==> src/rtl/gtfraw_vnc_lat_pkg.sv <==
`default_nettype none
// ------------------------------------------------------------------
// gtfraw_vnc_lat_pkg : shared types for the latency-monitor run sequencer
// Rev 1.0
// ------------------------------------------------------------------
package gtfraw_vnc_lat_pkg;

  localparam int LAT_TIMER_W = 16;
  localparam int LAT_RES_W   = 32;

  localparam int ERR_COLLECT_TMO = 0;
  localparam int ERR_POP_TMO     = 1;
  localparam int ERR_ZERO_CNT    = 2;

  typedef enum logic [2:0] {
    ST_IDLE       = 3'd0,
    ST_CLEAR      = 3'd1,
    ST_ARM        = 3'd2,
    ST_COLLECT    = 3'd3,
    ST_DRAIN_REQ  = 3'd4,
    ST_DRAIN_WAIT = 3'd5,
    ST_DONE       = 3'd6
  } lat_run_state_t;

  typedef struct packed {
    logic [LAT_RES_W-1:0]   cnt;
    logic [LAT_RES_W-1:0]   sum;
    logic [LAT_TIMER_W-1:0] dmin;
    logic [LAT_TIMER_W-1:0] dmax;
  } res_t;

endpackage
`default_nettype wire

==> src/rtl/gtfraw_vnc_lat_stats.sv <==
`default_nettype none
// ------------------------------------------------------------------
// gtfraw_vnc_lat_stats : per-record delta, saturating sum, count, min/max
// Rev 1.0
// ------------------------------------------------------------------
module gtfraw_vnc_lat_stats
  import gtfraw_vnc_lat_pkg::*;
(
  input  logic                   clk,
  input  logic                   rst_n,
  input  logic                   clear,
  input  logic                   valid,
  input  logic [LAT_TIMER_W-1:0] snd,
  input  logic [LAT_TIMER_W-1:0] rcv,
  output logic [LAT_RES_W-1:0]   res_cnt,
  output logic [LAT_RES_W-1:0]   res_sum,
  output logic [LAT_TIMER_W-1:0] res_min,
  output logic [LAT_TIMER_W-1:0] res_max
);

  localparam res_t RES_INIT = '{cnt: '0, sum: '0, dmin: '1, dmax: '0};

  res_t                   res_q;
  res_t                   res_d;
  logic [LAT_TIMER_W-1:0] delta;
  logic [LAT_RES_W:0]     sum_ext;

  always_comb begin
    // Unsigned subtraction wraps naturally across timer roll-over.
    delta   = rcv - snd;
    sum_ext = {1'b0, res_q.sum} + {{(LAT_RES_W + 1 - LAT_TIMER_W){1'b0}}, delta};
    res_d   = res_q;
    if (clear) begin
      res_d = RES_INIT;
    end else if (valid) begin
      res_d.cnt = res_q.cnt + LAT_RES_W'(1);
      res_d.sum = sum_ext[LAT_RES_W] ? '1 : sum_ext[LAT_RES_W-1:0];
      if (delta < res_q.dmin) res_d.dmin = delta;
      if (delta > res_q.dmax) res_d.dmax = delta;
    end
  end

  always_ff @(posedge clk or negedge rst_n) begin
    if (!rst_n) res_q <= RES_INIT;
    else        res_q <= res_d;
  end

  assign res_cnt = res_q.cnt;
  assign res_sum = res_q.sum;
  assign res_min = res_q.dmin;
  assign res_max = res_q.dmax;

endmodule
`default_nettype wire

==> src/rtl/gtfraw_vnc_lat_run_ctrl.sv <==
`default_nettype none
// ------------------------------------------------------------------
// gtfraw_vnc_lat_run_ctrl : clear/arm/collect/drain sequencer for the latency monitor
// Rev 1.0
// ------------------------------------------------------------------
module gtfraw_vnc_lat_run_ctrl
  import gtfraw_vnc_lat_pkg::*;
#(
  parameter int TIMER_WIDTH    = LAT_TIMER_W,
  parameter int RAM_ADDR_WIDTH = 12,
  parameter int CLR_CYCLES     = 8,
  parameter int TMO_WIDTH      = 32
) (
  input  logic                    axi_clk,
  input  logic                    axi_rstn,
  input  logic                    start,
  input  logic                    abort,
  input  logic [31:0]             cfg_pkt_cnt,
  input  logic [TMO_WIDTH-1:0]    cfg_collect_tmo,
  input  logic [15:0]             cfg_pop_tmo,
  output logic                    lm_go,
  output logic                    lm_pop,
  output logic                    lm_clear,
  output logic [31:0]             lm_lat_pkt_cnt,
  input  logic                    lm_full,
  input  logic [RAM_ADDR_WIDTH:0] lm_datav,
  input  logic                    lm_time_rdy,
  input  logic [TIMER_WIDTH-1:0]  lm_snd_time,
  input  logic [TIMER_WIDTH-1:0]  lm_rcv_time,
  output logic                    busy,
  output logic                    done,
  output logic [2:0]              err,
  output logic [31:0]             res_cnt,
  output logic [31:0]             res_sum,
  output logic [TIMER_WIDTH-1:0]  res_min,
  output logic [TIMER_WIDTH-1:0]  res_max
);

  localparam int                   CLR_CNT_W = (CLR_CYCLES > 1) ? $clog2(CLR_CYCLES) : 1;
  localparam logic [CLR_CNT_W-1:0] CLR_LAST  = CLR_CNT_W'(CLR_CYCLES - 1);

  lat_run_state_t       state_q, state_d;
  logic [CLR_CNT_W-1:0] clr_cnt_q, clr_cnt_d;
  logic [TMO_WIDTH-1:0] col_cnt_q, col_cnt_d, col_cnt_inc;
  logic [15:0]          pop_cnt_q, pop_cnt_d, pop_cnt_inc;
  logic [31:0]          lat_pkt_cnt_q, lat_pkt_cnt_d;
  logic [2:0]           err_q, err_d;
  logic                 start_ok;
  logic                 col_tmo_hit;
  logic                 pop_tmo_hit;
  logic                 stats_valid;

  always_comb begin
    start_ok    = start && !abort && ((state_q == ST_IDLE) || (state_q == ST_DONE));
    col_cnt_inc = col_cnt_q + TMO_WIDTH'(1);
    pop_cnt_inc = pop_cnt_q + 16'd1;
    // A zero collect timeout means wait for full indefinitely.
    col_tmo_hit = (cfg_collect_tmo != '0) && (col_cnt_inc == cfg_collect_tmo);
    pop_tmo_hit = (pop_cnt_inc == cfg_pop_tmo);
    stats_valid = (state_q == ST_DRAIN_WAIT) && lm_time_rdy && !abort;
  end

  always_comb begin
    state_d = state_q;
    if (abort) begin
      state_d = ST_IDLE;
    end else begin
      case (state_q)
        ST_IDLE, ST_DONE: if (start) state_d = (cfg_pkt_cnt == '0) ? ST_DONE : ST_CLEAR;
        ST_CLEAR:         if (clr_cnt_q == CLR_LAST) state_d = ST_ARM;
        ST_ARM:           state_d = ST_COLLECT;
        ST_COLLECT:       if (lm_full || col_tmo_hit) state_d = ST_DRAIN_REQ;
        ST_DRAIN_REQ:     state_d = (lm_datav == '0) ? ST_DONE : ST_DRAIN_WAIT;
        ST_DRAIN_WAIT: begin
          if (lm_time_rdy)      state_d = ST_DRAIN_REQ;
          else if (pop_tmo_hit) state_d = ST_DONE;
        end
        default:          state_d = ST_IDLE;
      endcase
    end
  end

  always_comb begin
    clr_cnt_d     = (state_q == ST_CLEAR)      ? clr_cnt_q + CLR_CNT_W'(1) : '0;
    col_cnt_d     = (state_q == ST_COLLECT)    ? col_cnt_inc : '0;
    pop_cnt_d     = (state_q == ST_DRAIN_WAIT) ? pop_cnt_inc : '0;
    lat_pkt_cnt_d = start_ok ? cfg_pkt_cnt : lat_pkt_cnt_q;
    err_d         = err_q;
    if (start_ok) begin
      err_d               = '0;
      err_d[ERR_ZERO_CNT] = (cfg_pkt_cnt == '0);
    end else if (!abort) begin
      // Full wins over a coincident collect timeout.
      if ((state_q == ST_COLLECT) && !lm_full && col_tmo_hit)
        err_d[ERR_COLLECT_TMO] = 1'b1;
      if ((state_q == ST_DRAIN_WAIT) && !lm_time_rdy && pop_tmo_hit)
        err_d[ERR_POP_TMO] = 1'b1;
    end
  end

  always_ff @(posedge axi_clk or negedge axi_rstn) begin
    if (!axi_rstn) begin
      state_q       <= ST_IDLE;
      clr_cnt_q     <= '0;
      col_cnt_q     <= '0;
      pop_cnt_q     <= '0;
      lat_pkt_cnt_q <= '0;
      err_q         <= '0;
    end else begin
      state_q       <= state_d;
      clr_cnt_q     <= clr_cnt_d;
      col_cnt_q     <= col_cnt_d;
      pop_cnt_q     <= pop_cnt_d;
      lat_pkt_cnt_q <= lat_pkt_cnt_d;
      err_q         <= err_d;
    end
  end

  always_comb begin
    lm_clear = (state_q == ST_CLEAR);
    lm_go    = (state_q == ST_ARM) || (state_q == ST_COLLECT);
    lm_pop   = (state_q == ST_DRAIN_REQ) && (lm_datav != '0);
    done     = (state_q == ST_DONE);
    busy     = (state_q != ST_IDLE) && (state_q != ST_DONE);
  end

  assign err            = err_q;
  assign lm_lat_pkt_cnt = lat_pkt_cnt_q;

  gtfraw_vnc_lat_stats u_stats (
    .clk     (axi_clk),
    .rst_n   (axi_rstn),
    .clear   (start_ok),
    .valid   (stats_valid),
    .snd     (lm_snd_time),
    .rcv     (lm_rcv_time),
    .res_cnt (res_cnt),
    .res_sum (res_sum),
    .res_min (res_min),
    .res_max (res_max)
  );

endmodule
`default_nettype wire

==> config.mk <==
export PLATFORM = sky130hd
export DESIGN_NAME = gtfraw_vnc_lat_run_ctrl
export DESIGN_NICKNAME = d
export VERILOG_FILES = /design/src/rtl/gtfraw_vnc_lat_pkg.sv /design/src/rtl/gtfraw_vnc_lat_stats.sv /design/src/rtl/gtfraw_vnc_lat_run_ctrl.sv
export SDC_FILE = /design/constraint.sdc
export NUM_CORES = 1
export LEC_CHECK = 0
export CAP_MARGIN = 20
export CORE_UTILIZATION = 52
export CTS_CLUSTER_SIZE = 8
export DETAILED_ROUTE_END_ITERATION = 8
export GPL_TIMING_DRIVEN = 0
export MAX_ROUTING_LAYER = met4
export PLACE_DENSITY = 0.81
export SLEW_MARGIN = 5
export SYNTH_ARGS = -nofsm -noshare
export SYNTH_HDL_FRONTEND = slang
export SYNTH_SLANG_ARGS = --single-unit
==> constraint.sdc <==
create_clock -name axi_clk -period 3.6 [get_ports axi_clk]
set_input_delay 0.72 -clock axi_clk [delete_from_list [all_inputs] [get_ports axi_clk]]
set_output_delay 0.72 -clock axi_clk [all_outputs]
set_load 0.02 [all_outputs]
# Yosys cells after proc, flatten, opt, wreduce, memory -nomap -nowiden
# Index checks and enable logic that the tools add are counted.
# W data, S select, Z words.
dict set report totals {
  reg_bits 185
  in_bits 131
  out_inout_bits 136
  wordCells 90
}
dict set report classes {
  addsub 6
  magnitude_cmp 2
  eq_ne 15
  mux 21
  reduce_logical 34
}
# cell n
set op_table {}
lappend op_table {{$mux W96} 2}
lappend op_table {{$add A32 B1 Y32 const B} 2}
lappend op_table {{$mux W32} 2}
lappend op_table {{$mux W16} 3}
lappend op_table {{$add A32 B16 Y33} 1}
lappend op_table {{$eq A32 B32 Y1} 1}
lappend op_table {{$logic_not A32 Y1} 1}
lappend op_table {{$reduce_bool A32 Y1} 1}
lappend op_table {{$mux W3} 8}
lappend op_table {{$pmux W3 S6} 1}
lappend op_table {{$add A16 B1 Y16 const B} 1}
lappend op_table {{$eq A16 B16 Y1} 1}
lappend op_table {{$gt A16 B16 Y1} 1}
lappend op_table {{$lt A16 B16 Y1} 1}
lappend op_table {{$sub A16 B16 Y16} 1}
lappend op_table {{$logic_not A13 Y1} 1}
lappend op_table {{$reduce_bool A13 Y1} 1}
lappend op_table {{$eq A3 B3 Y1 const B} 4}
lappend op_table {{$logic_and A1 B1 Y1} 11}
lappend op_table {{$reduce_bool A2 Y1} 5}
lappend op_table {{$ne A3 B3 Y1 const B} 3}
lappend op_table {{$reduce_and A2 Y1} 4}
lappend op_table {{$eq A3 B2 Y1 const B} 2}
lappend op_table {{$mux W2} 3}
lappend op_table {{12 further kinds} 17}

# Longest topological paths before layout
dict set report logic_depth {
  ltp_word 7
  depth_mapped 23
  depth_no_buf 22
}

# Hierarchy
# A second synthesis with hierarchy kept.
dict set report unflattened {
  hier_cells 1356
  area_unflattened_um2 12625.9
}
# mod instances cells_each area_per_inst_um2 seq_area_each_um2
set by_module_without_submodules {}
lappend by_module_without_submodules {gtfraw_vnc_lat_stats 1 744 6869.1 2422.3}
lappend by_module_without_submodules {gtfraw_vnc_lat_run_ctrl 1 612 5756.8 2227.1}

# Worst setup path after synthesis
# No wires, ideal clock.
dict set report synth_path {
  path_kind {input -> register}
  start {input port lm_rcv_time[0]}
  end {register u_stats.res_q, in the netlist u_stats.res_sum[24]}
  setup_ns 0.094
  t_arrival_ns 4.517
  required_time_ns 3.506
  slack_ns -1.011
  path_stages 22
  path_buffers 2
  cell_sequence {inv_1 > ha_1 > inv_1 > fa_1 > a21o_1 > a21oi_1 > nor2b_1 > o21ai_0 > a211oi_1 > nor2_1 > a211o_1 > xor2_1 > inv_1 > ha_1 > clkbuf_1 > and3_1 > nand3_1 > a41oi_1 > clkbuf_1 > nand3_1 > and4_1 > a211oi_1}
}
dict set report synth_between {
  elab_chain_len 5
}
# item line
set synth_rtl {}
lappend synth_rtl {{start: declaration} gtfraw_vnc_lat_run_ctrl.sv:29} ;# input logic [TIMER_WIDTH-1:0] lm_rcv_time,
lappend synth_rtl {{$sub A16 B16 Y16} gtfraw_vnc_lat_stats.sv:30} ;# delta = rcv - snd;
lappend synth_rtl {{$add A32 B16 Y33} gtfraw_vnc_lat_stats.sv:31} ;# sum_ext = {1'b0, res_q.sum} + {{(LAT_RES_W + 1 - LAT_TIMER_W){1'b0}}, delta};
lappend synth_rtl {{$mux W32} gtfraw_vnc_lat_stats.sv:37} ;# res_d.sum = sum_ext[LAT_RES_W] ? '1 : sum_ext[LAT_RES_W-1:0];
lappend synth_rtl {{$mux W96} gtfraw_vnc_lat_stats.sv:35} ;# end else if (valid) begin
lappend synth_rtl {{$mux W96} gtfraw_vnc_lat_stats.sv:33} ;# if (clear) begin
lappend synth_rtl {{end signal: assignment} gtfraw_vnc_lat_stats.sv:45} ;# else res_q <= res_d;
lappend synth_rtl {{end: declaration} gtfraw_vnc_lat_stats.sv:23} ;# res_t res_q;
# Every way passes these cells. The select of a mux whose other input is x is not followed.
# A chain may end at the register's enable or synchronous reset.

# Worst setup path in the final report
dict set report layout_path {
  start {input port lm_rcv_time[0]}
  end {register u_stats.res_q, in the netlist u_stats.res_max[15]}
}
dict set report layout_between {
  elab_chain_len 4
  elab_cells_between_ends 7
  cone_classes {add/sub: 1; order compare: 1; mux: 3; reduce/logical: 2}
}
# item line
set layout_rtl {}
lappend layout_rtl {{$sub A16 B16 Y16 (*)} gtfraw_vnc_lat_stats.sv:30}
lappend layout_rtl {{$gt A16 B16 Y1 / $mux W16 (equally long branches)} gtfraw_vnc_lat_stats.sv:39} ;# if (delta > res_q.dmax) res_d.dmax = delta;
lappend layout_rtl {{$reduce_bool A2 Y1 (no source line) / $mux W96 (equally long branches)} -}
lappend layout_rtl {{$reduce_and A2 Y1 (no source line) / $mux W96 (equally long branches)} -}
# Every way passes the cells marked *; elsewhere a longest branch is shown, timed or not. The select of a mux whose other input is x is not followed.

==> metrics.txt <==
ys async rst share=100%; Routed WL per cell=20.4 µm; Area contributors post-synth=dfrtp_1 (33%), ha_1 (6.7%), nand2_1 (6.3%); GR Util All Layers=34.4%; dpl ws=-1920 ps; Die Y=158 µm; DRT Wirelength=44.0 mm; headroom to the max-slew limit=47.6%; Final Hold Fails=0; Synth Instances=1466; RSZ-0062 raised after global routing=yes; setup violators final=64; Reg2Reg Depth=10; Tcrit/Tclk final=119%; first-pass GRT wire length=64.5 mm; Num CTS Buffers=17; Synth Warn #=0; clock tree from TritonCTS=built; most common cell in the netlist=nand2_1; Core Footprint=23600 µm²; area share of the leading cell type in the synthesized netlist=33.5%; Post-synth EDFFs=0; achievable clock frequency=0.233 GHz; Leakage=7.93 nW; data required time at the worst endpoint=3920 ps; grt total ovfl=0; Antenna Nets Post-Route=0; Nets=2026; average vias per placed instance=5.97; Post-DP HPWL=29.8 mm; synthesized area per cell=8.62 µm²; worst min path class=primary input to asynchronous set/reset pin; antenna cell count=0; worst vdd ir=0.388 mV; vias in the first global route=12600; area delta synth->final=42.8%; pin slew with the least headroom to its limit=787 ps; I/O pins=267; DRC Markers=0; clock root buffer=clkbuf_16; #FFs+latches synth=185; leading area contributor after synthesis=dfrtp_1; share of cells above drive strength 1=17.7%; startpoint types=primary input; Clock Skews=14.9 ps; Main synth FF type=dfrtp_1; violated checks=setup timing; GP Congestion=0.954; H-tree Lvls=4; kind of critical path=primary input to register; CP max FO=5; CTS max path bufs=2; drt pass-1 iters=6; Power Dens Cells=441 nW/µm²; max-cap viol count=0; Crit. End Element=register; status=finished with violations; PnR worst setup slack=-690 ps; Initial DRC Count=1187; pin count of the biggest net entering global routing=108; initial antenna violation count=0; width of the die=158 µm; Cell variety after synth=75; Post-Syn Area=12600 µm²; crit path DAT=4610 ps; CTS hold repair buffers=0; Vias=12900; die area=24900 µm²; register area share after synthesis=36.8%; Mapped Nets=1667; clk slew on worst S/H paths=70 ps; Clk Latency, worst-skew pair=450 ps; number of buffers added on ports=266; Synth top cells by count=nand2_1 (212), dfrtp_1 (169), nor2_1 (151); clock sink total=185; Max Slew Vio Count=0; Total Power=0.00796 W; std cell rows=56; crit path time final=4290 ps; initial core utilization=53.5%
==> placed cells by master (no fill, tap or decap), types with 11 or more instances in the layout <==
cell             count
clkdlybuf4s50_1    258
nand2_1            209
dfrtp_1            168
nor2_1             147
inv_1               70
buf_4               68
nand3_1             58
xor2_1              57
xnor2_1             53
ha_1                44
nand4_1             42
clkbuf_1            37
mux2i_1             32
a21oi_1             31
nor4_1              30
nor3_1              28
o21ai_2             26
o21ai_0             24
and3_1              22
ha_4                20
clkbuf_16           19
dfstp_2             16
o21ai_1             15
o21a_1              15
a21oi_2             14
or3_1               14
nor2b_1             14
inv_2               13
a31oi_1             12
nand2b_1            11
==> kinds of logic (layout without fill, tap and decap cells) <==
family	count (synthesis)	after routing	share of synthesized area, %
AO/OA/AOI/OAI	219	219	11.0
XOR/XNOR	135	135	10.9
adder cells (fa/ha/maj)	70	70	7.05
buffers and inverters	147	519	4.57
flip-flops	185	185	36.8
multiplexers	43	43	3.49
AND/OR/NAND/NOR	667	667	26.2
==> layout make-up <==
cell class | count | area [µm²]
multi-input combinational | 1134 | 8370
fill | 1589 | 5570
sequential | 185 | 4650
timing repair buffer | 345 | 3370
clock buffer | 17 | 425
tap | 319 | 399
inverter | 84 | 328
buffer | 58 | 315
clock inverter | 15 | 180
==> metal layers <==
metal | up-vias | global-route usage [%] | routed length, µm
met1 | 6214 | 41.8 | 17400
met5 | - | - | 0
li1 | 5842 | - | -
met4 | 0 | 13.5 | 1600
met3 | 154 | 6.65 | 3630
met2 | 657 | 56.3 | 21400
==> repair_timing <==
action,4_1_cts,5_1_grt
gates cloned,3,1
pin swaps,60,91
hold endpoints to repair,0,0
setup buffers,50,23
setup endpoints to repair,68,75
resized for setup,90,117
==> through the flow <==
step	std cells	setup TNS [ps]	hold slack (ps)	area (µm²)	utilization, %
after floorplan	1466	-25650	410	12900	-
after global placement	2051	-1167240	421	15900	67.4
after detailed placement	2053	-108680	452	16000	67.6
after CTS	2137	-28350	287	17400	73.6
after global routing	2157	-43300	307	18000	76.4
final	2157	-34930	259	18000	76.4
==> worst max-delay path: stages <==
cell      delay, ps
buf_8           110
inv_12           40
ha_4            140
inv_2            50
fa_2            370
a21o_1          190
a21oi_2         170
nor2b_2          60
o21ai_2         230
a211oi_2        150
nor3_2          200
xor2_1          280
inv_2           100
buf_6           140
ha_4            210
a21o_1          170
a21oi_2         160
nor2b_1          70
o21ai_1         140
nand2_2         140
nor2_4          190
a21oi_4         110
buf_12          160
mux2_4          300
==> power by group <==
group	internal, W	switching, W
clock	0.000998	0.000951
sequential	0.00236	0.000219
combinational	0.00150	0.00192
total	0.00486	0.00309
==> state kept, by name (all words and copies together) (netlist names) <==
register and cells:
u_stats.res_sum 32, u_stats.res_cnt 32, col_cnt_q 32, err 3, pop_cnt_q 16, clr_cnt_q 3
lm_lat_pkt_cnt 32, state_q 3, u_stats.res_max 16, u_stats.res_min 16
==> final timing paths <==
path / start / endpoint / slack [ps]
setup reg to reg: col_cnt_q[0] / state_q[1] / 140
max in group asynchronous: axi_rstn / err[2] / 2370
min in group axi_clk: clr_cnt_q[0] / clr_cnt_q[0] / 460
hold reg to reg: clr_cnt_q[0] / clr_cnt_q[0] / 460
hold / removal: axi_rstn / pop_cnt_q[10] / 260
setup / recovery: lm_rcv_time[0] / u_stats.res_max[15] / -690
Power figures use the tool's default switching activity.
